===== src/rtl/ov7670_capture_ctrl.sv =====
// Capture control for the OV7670 path. The debounced button is classified into
// short and long presses. A short press toggles frame freeze, and the toggle
// is applied only at the next vsync rising edge. A long press requests a camera
// re-configuration and holds off frame-buffer writes until the sequencer is done.
//
// state     | meaning
// ----------+--------------------------------------------------------------
// LIVE      | frames written to the buffer
// FRZ_PEND  | freeze requested; still writing until the next frame boundary
// FROZEN    | buffer holds the last complete frame; no writes
// LIVE_PEND | unfreeze requested; writes resume at the next frame boundary
// RECFG_LO  | re-configuration requested; waiting for cfg_done to drop
// RECFG_HI  | waiting for cfg_done to rise again
module ov7670_capture_ctrl #(
    parameter int LONG_CYCLES = 50_000_000,
    parameter int HOLD_W      = 26,
    parameter int FRAME_CNT_W = 8
) (
    input  logic                   clk,
    input  logic                   rst_n,
    input  logic                   btn_db,
    input  logic                   vsync,
    input  logic                   cfg_done,
    output logic                   wr_en,
    output logic                   frozen,
    output logic                   cfg_resend,
    output logic                   busy,
    output logic [FRAME_CNT_W-1:0] frame_cnt
);

    typedef enum logic [2:0] {
        LIVE,
        FRZ_PEND,
        FROZEN,
        LIVE_PEND,
        RECFG_LO,
        RECFG_HI
    } state_t;

    localparam logic [HOLD_W-1:0] HOLD_SAT  = HOLD_W'(LONG_CYCLES);
    localparam logic [HOLD_W-1:0] HOLD_FIRE = HOLD_W'(LONG_CYCLES - 1);

    state_t            state;
    state_t            state_nxt;
    logic              btn_q;
    logic              vs_q;
    logic [HOLD_W-1:0] hold_cnt;
    logic              long_fired;
    logic              rise_b;
    logic              fall_b;
    logic              vs_rise;
    logic              long_ev;
    logic              short_ev;

    assign rise_b   = btn_db & ~btn_q;
    assign fall_b   = ~btn_db & btn_q;
    assign vs_rise  = vsync & ~vs_q;
    assign long_ev  = btn_db & (hold_cnt == HOLD_FIRE) & ~long_fired;
    assign short_ev = fall_b & ~long_fired;

    // Registered copies of the button and vsync for edge detection.
    always_ff @(posedge clk or negedge rst_n) begin
        if (!rst_n) begin
            btn_q <= 1'b0;
            vs_q  <= 1'b0;
        end else begin
            btn_q <= btn_db;
            vs_q  <= vsync;
        end
    end

    // Press length tracking; long_fired suppresses the short event on release
    // and keeps a press held across a re-configuration from firing twice.
    always_ff @(posedge clk or negedge rst_n) begin
        if (!rst_n) begin
            hold_cnt   <= '0;
            long_fired <= 1'b0;
        end else if (rise_b) begin
            hold_cnt   <= HOLD_W'(1);
            long_fired <= 1'b0;
        end else begin
            if (!btn_db) begin
                hold_cnt <= '0;
            end else if (hold_cnt != HOLD_SAT) begin
                hold_cnt <= hold_cnt + 1'b1;
            end
            if (long_ev) begin
                long_fired <= 1'b1;
            end
        end
    end

    // Next-state selection: long press beats short press beats frame boundary.
    always_comb begin
        state_nxt = state;
        case (state)
            LIVE: begin
                if (long_ev)       state_nxt = RECFG_LO;
                else if (short_ev) state_nxt = FRZ_PEND;
            end
            FRZ_PEND: begin
                if (long_ev)       state_nxt = RECFG_LO;
                else if (short_ev) state_nxt = LIVE;
                else if (vs_rise)  state_nxt = FROZEN;
            end
            FROZEN: begin
                if (long_ev)       state_nxt = RECFG_LO;
                else if (short_ev) state_nxt = LIVE_PEND;
            end
            LIVE_PEND: begin
                if (long_ev)       state_nxt = RECFG_LO;
                else if (short_ev) state_nxt = FROZEN;
                else if (vs_rise)  state_nxt = LIVE;
            end
            RECFG_LO: begin
                if (!cfg_done)     state_nxt = RECFG_HI;
            end
            RECFG_HI: begin
                if (cfg_done)      state_nxt = LIVE_PEND;
            end
            default:               state_nxt = LIVE_PEND;
        endcase
    end

    // State register with outputs decoded from the next state so they change
    // on the same edge as the state.
    always_ff @(posedge clk or negedge rst_n) begin
        if (!rst_n) begin
            state      <= LIVE_PEND;
            wr_en      <= 1'b0;
            frozen     <= 1'b0;
            cfg_resend <= 1'b0;
            busy       <= 1'b0;
        end else begin
            state      <= state_nxt;
            wr_en      <= (state_nxt == LIVE) || (state_nxt == FRZ_PEND);
            frozen     <= (state_nxt == FROZEN);
            cfg_resend <= (state_nxt == RECFG_LO) && (state != RECFG_LO);
            busy       <= (state_nxt == RECFG_LO) || (state_nxt == RECFG_HI);
        end
    end

    // Count frames that began while writes were enabled; wraps naturally.
    always_ff @(posedge clk or negedge rst_n) begin
        if (!rst_n) begin
            frame_cnt <= '0;
        end else if (vs_rise && wr_en) begin
            frame_cnt <= frame_cnt + 1'b1;
        end
    end

endmodule


===== config.mk =====
export PLATFORM = sky130hd
export DESIGN_NAME = ov7670_capture_ctrl
export DESIGN_NICKNAME = d
export VERILOG_FILES = /design/src/rtl/ov7670_capture_ctrl.sv
export SDC_FILE = /design/constraint.sdc
export NUM_CORES = 1
export LEC_CHECK = 0
export BUFFER_PORTS_ARGS = -buffer_cell sky130_fd_sc_hd__clkbuf_2
export CORE_MARGIN = 2
export CORE_UTILIZATION = 55
export DETAILED_ROUTE_END_ITERATION = 10
export HOLD_SLACK_MARGIN = 0.12
export PLACE_DENSITY = 0.74
export RECOVER_POWER = 100
export REMOVE_ABC_BUFFERS = 1
export SLEW_MARGIN = 20
export SYNTH_ARGS = -nofsm -noshare
export SYNTH_HDL_FRONTEND = slang
export SYNTH_SLANG_ARGS = --single-unit

===== constraint.sdc =====
create_clock -name clk -period 4.45 [get_ports clk]
set_clock_uncertainty 0.15 [all_clocks]
set_input_delay 0.2225 -clock clk [delete_from_list [all_inputs] [get_ports clk]]
set_output_delay 0.2225 -clock clk [all_outputs]
set_load 0.03 [all_outputs]

== Word-level counts from Yosys, hierarchy flattened ==
Cells that the tools add are included.
Storage, ports and cells
  input port bits: 5
  word-level logic and storage cells: 60
  flip-flop bits (word level): 44
  output and inout bits: 12
Cells by class
  reductions and logical operators: 7
  equality and inequality tests: 13
  $add $sub $neg: 2
  multiplexer cells: 18
  bitwise operators: 10
Operators by type and width (count)
  $mux 26: 3
  $mux 3: 12
  $add 26x1->26 const B: 1
  $eq 26x26->1 const B: 1
  $ne 26x26->1 const B: 1
  $pmux 3 s6: 1
  $eq 3x3->1 const B: 4
  $eq 3x2->1 const B: 3
  $add 8x1->8 const B: 1
  $and 1x1->1: 6
  $eq 3x1->1 const B: 2
  $logic_not 3->1: 2
  $not 1->1: 4
  $ne 3x1->1 const B: 1
  $ne 3x3->1 const B: 1
  $logic_and 1x1->1: 2
  $logic_or 1x1->1: 2
  $mux 1: 2
  $reduce_bool 2->1: 1

== Depth between registers and ports, before layout ==
Gate-level depths: netlist of the first run.
  depth after elaboration: 8
  gate-level depth with buffers: 7
  gate-level depth less buffers: 6

== Worst setup path after synthesis of the first run ==
OpenSTA, ideal clock, no wires.
  path kind: register -> register
  from: reg hold_cnt[0]
  to: reg hold_cnt[22]
  arrival: 1.932 ns
  cell stages (with the launch flop): 7
  buffers on the path: 1
  library setup time: 0.078 ns
  clock period less this slack: 2.160 ns
  path slack: 2.290 ns
  required time: 4.222 ns
  path through: dfrtp_1 ha_1 nand2_2 or4_4 buf_6 or4_1 a21oi_1
On the way
  word-level cells in the longest chain between the ends: 4
  elaborated cells on any way between the ends: 6
  classes of those cells: add/sub (1); eq/ne (2); mux (3)
Ends and longest elaborated chain
  start: declaration: line 47  | logic [HOLD_W-1:0] hold_cnt;
  start signal: assignment: line 85  | hold_cnt <= hold_cnt + 1'b1;
  $add 26x1->26: line 85
  $mux 26: line 84  | end else if (hold_cnt != HOLD_SAT) begin
  $mux 26: line 82  | if (!btn_db) begin
  $mux 26: line 78  | end else if (rise_b) begin
Parallel ways exist; a longest one is shown, timed or not. The select of a mux whose other input is x is not followed.
A chain may end at the register's enable or synchronous reset.

==> impl_results.md, run 1 <==
* Post-DP Area at 2360 um2
* Post-layout min period at 2.65 ns
* DRT Pass-1 Iters at 7
* # H-tree levels at 2
* Clock share of power at 32.6%
* Max IR drop VDD at 0.176 mV
* Die Wd at 68.0 um
* Nets at 253
* Worst-Margin Slew at 2.35 ns
* # rows at 23
* Compound-Gate Fraction of Synth Area at 11.1%
* GRT Util Overall at 21.4%
* Reg2reg path depth at 5
* Post-Synth Adder-Cell Area at 1.66%
* Core area at 3970 um2
* Hold endpoint: frame_cnt[7]
* WP data arrival at 2.44 ns
* Status: finished, violations left
* Synth Instances at 227
* Filler Cells Inserted at 334
* Switching Share at 31.5%
* DR DRC count at 0
* Logic pwr share at 18.1%
* Fin. Hold Viols at 0
* Cell at the slowest stage of the critical path: clkbuf_1
* Post-route setup slack at 1.80 ns
* Final ANT Viol Nets at 0
* Max_cap viols at 1
* TNS Setup at 0 ns
* GPL Wtd Cong at 0.789
* RSZ-0062 raised after global routing: no
* CP top delay family: buffers and inverters
* Leakage at 0.969 nW
* Relative slew slack at -57.0%
* Flop pwr share at 49.3%
* Min-Delay Path Class: reg -> reg
* Total gr overflow at 0
* Initial DRC Count at 68
* Sequential fraction of the synthesis area at 48.9%
* Worst reg2reg setup slack at 1.88 ns
* # diodes at 0
* First-pass GRT wire length at 7.31 mm
* Largest net degree at the start of global routing at 45
* Crit path required time at 4.24 ns
* Fin util at 62.3%
* IO Port Bufs at 16
* Die area at 4630 um2
* Area of the multi-input gates at 1060 um2
* Initial antenna violation count at 0
* Die height at 68.0 um
* Synth Area in XOR/XNOR at 6.60%
* Avg Cell Area, Syn at 9.94 um2
* Crit-path max FO at 44
* Worst Path Buf+Inv at 2
* Design Area, Final at 2470 um2
* Multiplexer area fraction after synthesis at 2.27%
* Post-Route WL at 4.52 mm
* Reg2Reg Capture Point: hold_cnt[18]
* CTS tree: built
* # Post-CTS Setup Buffers at 0
* Clk_lat worst skew at 0.32 ns
* Share of layout cells above drive strength 1 at 6.50%
* Synth unique cells at 45
* Net switching power at 0.000308 W
* Crit Path Category: in -> async
* Synth Cell Area at 2260 um2
* Worst path cell trace: dlygate4sd3_1 -> clkbuf_1
* Min-Delay Startpoint: frame_cnt[7]
* Pwr dens at 394 nW/um2
* Worst r2r src: hold_cnt[0]
* TritonCTS Buffers at 5
* Max-slew violations at 45
* Post-synthesis async set-or-reset flop share at 100%
* Synthesis-to-finish area growth at 9.71%
* Post-synthesis simple-gate area fraction at 26.2%
* Clock sink total at 44
* Final Setup Violations at 0
* Clock root cell: clkbuf_8
* Vias in the first global route at 1,625
* CTS clk-pin slew, worst paths at 0.08 ns
* Post-synth EDFFs at 0
* CTS Hold Bufs at 4
* CP peak stage delay at 1.67 ns
* Main combinational cell family by area after synthesis: simple AND/OR/NAND/NOR gates
* Vias/cell at 5.93
* Routed len/inst at 15.3 um
* FF+latch count, synth at 44
* Final cycle utilization of the critical path at 59.5%
* Failing checks: capacitance limit, slew limit
* Post-CTS Resized at 0
* Post-DP HPWL at 3.07 mm
* Initial Utilization at 56.8%
* Leading register cell type out of synthesis: dfrtp_1
* Vias at 1,754
* Internal at 0.000668 W
* Ports at 17
* Synth warnings at 0
* FMAX at 377 MHz
* WHS Path Cells at 1
* Storage cell area at 1100 um2
* Startpoint types: input pin
* Dpl ws at 2.18 ns
* CTS Buffer Depth at 2
* CP Capture Type: async pin
## cells in the mapped netlist, drive strengths merged, types with 4 or more instances
| cell | count | area share [%] |
|---|---|---|
| a21oi | 15 | 3.3 |
| and3 | 4 | 1.1 |
| and4 | 7 | 2.7 |
| clkbuf | 6 | 1.0 |
| dfrtp | 42 | 47 |
| inv | 8 | 1.3 |
| mux2i | 4 | 1.8 |
| nand2 | 24 | 4.1 |
| nand3 | 10 | 2.4 |
| nand4 | 11 | 3.1 |
| nor2 | 17 | 2.8 |
| o21ai | 5 | 1.1 |
| o31ai | 6 | 2.0 |
| or4 | 8 | 2.8 |
| xnor2 | 10 | 3.9 |
| xor2 | 7 | 2.7 |
## layout by cell type, fill, tap and decap left out, types with 2 or more instances in the layout
| cell type | count |
|---|---|
| dlygate4sd3_1 | 4 |
| or3_1 | 3 |
| and3_1 | 4 |
| and4_1 | 7 |
| nand2b_1 | 3 |
| nand3_1 | 9 |
| nor4_1 | 3 |
| dfstp_2 | 2 |
| mux2i_1 | 4 |
| o31ai_1 | 6 |
| ha_1 | 3 |
| clkbuf_1 | 14 |
| a211oi_1 | 3 |
| a21oi_1 | 15 |
| xor2_1 | 7 |
| xnor2_1 | 10 |
| nand4_1 | 11 |
| nand2_1 | 24 |
| inv_1 | 8 |
| o21ai_0 | 5 |
| clkbuf_2 | 2 |
| nor2_1 | 17 |
| a22o_1 | 2 |
| clkbuf_8 | 5 |
| nor3_1 | 3 |
| a2111oi_0 | 2 |
| or4_1 | 8 |
| and2_1 | 3 |
| dfrtp_1 | 42 |
## routing by layer
layer | vias to the layer above | track usage [%] | part of all wire [%]
met3 | 8 | 3.45 | 3.0
met5 | - | 0 | 0
met4 | 0 | 10.5 | 2.1
met2 | 24 | 35.3 | 47
met1 | 858 | 27.2 | 48
li1 | 864 | - | -
## worst max path at each step
| stage | from | endpoint | slack [ns] | cells after the start |
|---|---|---|---|---|
| CTS | hold_cnt[0] | hold_cnt[22] | 2.15 | 5 |
| floorplan | hold_cnt[0] | hold_cnt[22] | 2.34 | 5 |
| global route | rst_n | frame_cnt[3] | 1.31 | 2 |
| detailed placement | hold_cnt[0] | hold_cnt[24] | 2.18 | 5 |
| finish | rst_n | hold_cnt[10] | 1.80 | 2 |
| global placement | hold_cnt[1] | hold_cnt[16] | 2.22 | 5 |
## flip-flops by register name, indices dropped and copies added (netlist names)
register    cells
btn_q           1
frame_cnt       8
hold_cnt       26
busy            1
state           3
cfg_resend      1
long_fired      1
wr_en           1
vs_q            1
frozen          1
## metrics by stage
step	cells	total power, W	hold WS, ns
CTS	296	0.000990	0.327
global route	296	0.00102	0.360
global placement	284	0.000665	0.195
floorplan	218	0.000611	-0.223
finish	296	0.000976	0.323
detailed placement	284	0.000673	0.204
## kinds of logic after synthesis
kind of cell | Yosys count
AND/OR/NAND/NOR | 104
flip-flops | 44
AO/OA/AOI/OAI | 37
XOR/XNOR | 17
buffers and inverters | 17
multiplexers | 5
adder cells (fa/ha/maj) | 3
## final cells by class
class / count / share of cell area, %
clock buffer: 5 / 2.78
clock inverter: 3 / 1.87
inverter: 8 / 1.21
multi-input combinational: 166 / 42.9
sequential: 44 / 44.6
tap: 50 / 2.53
timing repair buffer: 20 / 4.15
## power groups by stage
stage | logic [W] | clock network, W | registers (W)
2_1_floorplan | 0.0000704 | 0 | 0.000541
3_3_place_gp | 0.000179 | 0 | 0.000487
3_5_place_dp | 0.000184 | 0 | 0.000489
4_1_cts | 0.000187 | 0.000322 | 0.000481
5_1_grt | 0.000196 | 0.000339 | 0.000487
6_report | 0.000177 | 0.000318 | 0.000481
(Power assumes the default switching activity.)
==> run 2, diff against run 1 <==
Settings changed: ABC_AREA set to 1.
Clock period 4.45 ns to 2.5 ns, I/O delays scaled along.
==> run 2 against run 1 <==
Effect of this change:
- the run now ends clean
- sequential power is 83% higher
- highest routed layer unchanged
- clock power up 100%
- register-to-register slack got worse by 1.4 ns
- worst setup slack worse by 1.3 ns
==> impl_results.md, run 2 <==
* Area contributors post-synth: dfrtp_1, nand2_1, nor2_1, inv_1, nand3_1
* Leading register cell type out of synthesis: dfrtp_1
* FF+latch count, synth at 44
* Min-Delay Path Class: reg -> reg
* Pwr dens at 697 nW/um2
* RSZ-0062 raised after global routing: no
* CTS Buffer Depth at 2
* CP Capture Type: flip-flop
* TNS Setup at 0 ns
* Share of layout cells above drive strength 1 at 8.60%
* Initial antenna violation count at 0
* Final Setup Violations at 0
* Leakage at 1.27 nW
* Biggest register: hold_cnt
* FMAX at 489 MHz
* CP peak stage delay at 0.42 ns
* Post-synthesis async set-or-reset flop share at 100%
* Largest net degree at the start of global routing at 45
* Dpl cells at 389
* Synth Cell Area at 2480 um2
* Critical Path Stages at 9
* Worst path cell trace: ha_1 -> nand2_1 -> nor2_8 -> nand2_4 -> nor2_1 -> nand3_1 -> nand2_2 -> nand2_1 -> nor2_1
* Ports at 17
* Core area at 4350 um2
* Synth top area share at 42.4%
* Storage cell area at 1100 um2
* Clock share of power at 33.7%
* Final cycle utilization of the critical path at 81.9%
* Post-DP HPWL at 4.00 mm
* First-pass GRT wire length at 9.36 mm
* Reg2Reg Capture Point: frozen
* Non-filler cells, final at 401
* # rows at 24
* Beginning of the critical path: hold_cnt[1]
* GPL Wtd Cong at 0.926
* Net switching power at 0.000583 W
* Commonest non-fill, non-tap cell in the layout: nand2_1
* Vias at 2,153
* Switching Share at 30.7%
* Max-slew violations at 0
* Number of flip-flops in the largest register at 26
* Clock root cell: clkbuf_8
* Crit Path Category: reg -> reg
* Worst r2r src: hold_cnt[1]
* Final ANT Viol Nets at 0
* Die Wd at 71.1 um
* # H-tree levels at 2
* CTS clk-pin slew, worst paths at 0.08 ns
* IO Port Bufs at 16
* Crit-path max FO at 7
* Clock sink total at 44
* Count leader, synth: nand2_1
* Worst reg2reg setup slack at 0.45 ns
* DR DRC count at 0
* Fin. Hold Viols at 0
* Vias/cell at 5.37
* Worst-Margin Slew at 1.05 ns
* Setup crit end: frozen
* # diodes at 0
* Clk_lat worst skew at 0.30 ns
* DRT Pass-1 Iters at 4
* Vias in the first global route at 2,052
* Initial DRC Count at 242
* CTS tree: built
* Initial Utilization at 56.9%
* Status: finished, final reports clean
* Logic pwr share at 20.0%
* Avg Cell Area, Syn at 7.69 um2
* CP top delay family: simple AND/OR/NAND/NOR gates
* Area of the multi-input gates at 1160 um2
* Synthesis-to-finish area growth at 10.1%
* Internal at 0.00132 W
* Max_cap viols at 0
* Routed len/inst at 13.4 um
* Die area at 5050 um2
* Post-layout min period at 2.05 ns
* Max IR drop VDD at 0.346 mV
* Sequential fraction of the synthesis area at 44.6%
* Synth warnings at 0
* Cell at the slowest stage of the critical path: dfrtp_1
* Relative slew slack at 30.0%
* Commonest cells in the netlist: nand2_1, nor2_1, dfrtp_1, inv_1, nand3_1
* Total gr overflow at 0
* Post-Route WL at 5.39 mm
* Crit path required time at 2.58 ns
* Synth unique cells at 32
* WP data arrival at 2.13 ns
* TritonCTS Buffers at 5
* Post-CTS Resized at 0
* Die height at 71.1 um
* Flop pwr share at 46.3%
* Area leader, netlist: dfrtp_1
* Startpoint types: flip-flop
* Filler Cells Inserted at 396
* Reg2reg path depth at 9
* Most frequent cells in the layout: nand2_1, nor2_1, dfrtp_1
* Nets at 356
* Post-synth EDFFs at 0
* GRT Util Overall at 23.5%
* Synth Instances at 322
* Largest regs: hold_cnt: 26 flops, frame_cnt: 8 flops, state: 3 flops
* Worst Path Buf+Inv at 0
-- run 2: repair_timing --
action | 4_1_cts | 5_1_grt
endpoints found under the hold margin | 54 | 0
hold buffers | 4 | 0
setup buffers | 0 | 0
-- run 2: metal layers --
| metal | vias to the layer above | global-route usage (%) | part of all wire, % |
|---|---|---|---|
| li1 | 1089 | - | - |
| met1 | 989 | 31.9 | 46 |
| met2 | 65 | 39.7 | 47 |
| met3 | 10 | 3.70 | 5.4 |
| met4 | 0 | 6.08 | 1.1 |
| met5 | - | 0 | 0 |
-- run 2: worst min path at each step --
stage	from	endpoint	slack, ns	cells after the start
finish	frame_cnt[7]	frame_cnt[7]	0.32	1
global route	frame_cnt[7]	frame_cnt[7]	0.35	1
CTS	rst_n	hold_cnt[11]	0.30	3
detailed placement	rst_n	hold_cnt[17]	0.09	2
global placement	rst_n	hold_cnt[25]	0.08	2
floorplan	rst_n	btn_q	-0.32	0
-- run 2: power by group through the flow --
stage	sequential (W)	clock (W)	combinational (W)
global route	0.000893	0.000681	0.000424
detailed placement	0.000895	0	0.000397
floorplan	0.000990	0	0.000175
global placement	0.000891	0	0.000387
CTS	0.000880	0.000660	0.000403
finish	0.000880	0.000641	0.000379
-- run 2: area by class of cell --
class | instances | area share (%)
clock inverters | 2 | 2.20
well taps | 52 | 2.39
repair buffers | 21 | 3.99
multi-input cells | 235 | 42.6
clock buffers | 6 | 2.66
flip-flops and latches | 44 | 40.5
inverters | 41 | 5.65
-- run 2: worst reg2reg max path, cell delays in order (launching register included) --
cell and delay, ns:
dfrtp_1 0.42, ha_1 0.28, nand2_1 0.18, nor2_8 0.17, nand2_4 0.09, nor2_1 0.18, nand3_1 0.22, nand2_2 0.10
nand2_1 0.07, nor2_1 0.11
-- run 2: metrics by stage --
step	area, um2	setup WS [ns]	total power [W]	utilization, %	hold slack [ns]
after floorplan	2460	0.906	0.00117	-	-0.321
after global placement	2620	0.815	0.00128	60.1	0.0839
after detailed placement	2620	0.727	0.00129	60.1	0.0859
after CTS	2790	0.701	0.00194	64.1	0.304
after global routing	2730	0.301	0.00200	62.6	0.352
final	2730	0.453	0.00190	62.6	0.321
-- run 2: cells by family after synthesis --
family / after synthesis / synth area share [%]
and+or+nand+nor: 196 / 38.5
DFF: 44 / 44.6
buffers and inverters: 43 / 6.72
AOI/OAI and AO/OA: 29 / 6.16
xor gates and xnor gates: 6 / 2.12
adders and majority gates: 3 / 1.52
muxes: 1 / 0.455
==> run 3, diff against run 2 <==
Settings changed: CORE_UTILIZATION 55 to 54, PLACE_DENSITY 0.74 to 0.75.
Clock period 2.5 ns to 1.8 ns, I/O delays scaled along.
==> run 3 against run 2 <==
Effect of this change:
- sequential cell count is the same
- die area is 1.8% higher
- via count grew 0.79%
- combinational power is 43% higher
- cell count up 1.7%
- clock power increased by 22%
- power up 34%
- first-iteration DRC count down 20%
- worst setup slack worse by 0.31 ns
- routed wire length up 3.0%
- maximum frequency rose by 24%
- sequential power rose by 39%
==> impl_results.md, run 3 (synthesis results as in run 2) <==
* Status: finished, final reports clean
* # H-tree levels at 2
* Vias in the first global route at 2,112
* Share of layout cells above drive strength 1 at 11.8%
* TritonCTS Buffers at 5
* Relative slew slack at 45.1%
* Synthesis-to-finish area growth at 12.7%
* Largest net degree at the start of global routing at 16
* CTS clk-pin slew, worst paths at 0.09 ns
* First-pass GRT wire length at 9.69 mm
* Clock root cell: clkbuf_8
* RSZ-0062 raised after global routing: no
* Global route hottest layer: met2
* Final ANT Viol Nets at 0
* Biggest register: hold_cnt
* Clock sink total at 44
* Fin. Hold Viols at 0
* CP Capture Type: flip-flop
* FMAX at 605 MHz
* DRT Pass-1 Iters at 4
* WP data arrival at 1.71 ns
* Die Wd at 71.7 um
* Commonest non-fill, non-tap cell in the layout: nand2_1
* Crit path required time at 1.86 ns
* Crit Path Category: reg -> reg
* Clk_lat worst skew at 0.31 ns
* Post-DP HPWL at 4.18 mm
* Worst-Margin Slew at 0.824 ns
* Initial DRC Count at 194
* Max_cap viols at 0
* Routed len/inst at 13.6 um
* CTS tree: built
* Crit-path max FO at 7
* GPL Wtd Cong at 0.915
* Min-Delay Path Class: in -> reg
* Initial antenna violation count at 0
* Initial Utilization at 56.5%
* # diodes at 0
* Post-DP Area at 2660 um2
* Final Setup Violations at 0
* Largest regs: hold_cnt: 26 flops, frame_cnt: 8 flops, state: 3 flops
* Die height at 71.7 um
* Max-slew violations at 0
* Post-Route WL at 5.55 mm
* Max IR drop VDD at 0.667 mV
* DR DRC count at 0
* # rows at 24
* Met3 usage at 5.20%
* Post-layout min period at 1.65 ns
* TNS Setup at 0 ns
* Nets at 363
* Overall power at 0.00255 W
* Most frequent cells in the layout: nand2_1, nor2_1, dfrtp_1
* Vias/cell at 5.32
* Die area at 5140 um2
* Core area at 4380 um2
* Total gr overflow at 0
* Ports at 17
* M1 GR Usage at 33.1%
* Number of flip-flops in the largest register at 26
* CTS Buffer Depth at 2
* Final cycle utilization of the critical path at 91.8%
* GRT Util Overall at 24.6%
* Leakage at 1.29 nW
* Met2 Usage GRT at 39.3%
* Design Area, Final at 2790 um2
* Vias at 2,170
* # Post-CTS Setup Buffers at 0
* IO Port Bufs at 16
* Pwr dens at 912 nW/um2
* Startpoint types: flip-flop
-- run 3: changes by cell type in the layout (fill, tap and decap cells not counted), sizes merged --
cell,previous run,this run
clkinvlp,0,1
dlygate4sd3,4,5
buf,0,5
bufinv,2,1
inv,41,42
-- run 3: cell type report --
| cell class | count | area, um2 |
|---|---|---|
| Fill cell | 393 | 1590 |
| Multi-Input combinational cell | 235 | 1190 |
| Sequential cell | 44 | 1100 |
| Timing Repair Buffer | 28 | 159 |
| Inverter | 41 | 154 |
| Clock buffer | 5 | 68.8 |
| Tap cell | 52 | 65.1 |
| Clock inverter | 3 | 46.3 |
-- run 3: metal layers --
metal | vias to the layer above | wire [um] | part of all wire [%]
li1 | 1107 | - | -
met2 | 47 | 2640 | 48
met4 | 0 | 101 | 1.8
met3 | 10 | 193 | 3.5
met5 | - | 0 | 0
met1 | 1006 | 2620 | 47
-- run 3: worst max-delay path, cell delays in order (launching register included) --
cell	delay, ns
dfrtp_1	0.41
ha_1	0.20
nand2_2	0.10
nor2_8	0.15
nand2_4	0.10
nor2_1	0.10
nand4_1	0.12
a21oi_1	0.17
nor2_1	0.05
-- run 3: path summary, 6_finish.rpt --
path | startpoint | end | slack [ns] | cells past startpoint
max in group asynchronous | rst_n | frame_cnt[3] | 0.27 | 3
min in group asynchronous | rst_n | hold_cnt[11] | 0.35 | 3
hold reg to reg | frame_cnt[7] | frame_cnt[7] | 0.32 | 1
setup / recovery | hold_cnt[0] | frozen | 0.15 | 8
hold / removal | vsync | vs_q | 0.30 | 2
setup reg to reg | hold_cnt[0] | frozen | 0.15 | 8
-- run 3: timing repair --
action | 4_1_cts | 5_1_grt
endpoints found under the hold margin | 55 | 0
hold buffers | 5 | 0
setup endpoints to repair | 0 | 6
resized for setup | 0 | 5
-- run 3: through the flow --
stage                     std cells  utilization (%)  hold WS [ns]  setup WS (ns)
after global placement          395             60.7        -0.106          0.177
after floorplan                 320                -        -0.356          0.206
after global routing            408             63.7         0.303         0.0128
after detailed placement        395             60.7        -0.102          0.151
final                           408             63.7         0.298          0.147
after CTS                       408             64.5         0.152          0.140
-- run 3: power breakdown --
part / switching (W) / leakage (nW) / internal [W] / total [W]
sequential: 0.000102 / 0.588 / 0.00112 / 0.00122
clock: 0.000367 / 0.0548 / 0.000418 / 0.000785
combinational: 0.000379 / 0.643 / 0.000164 / 0.000543
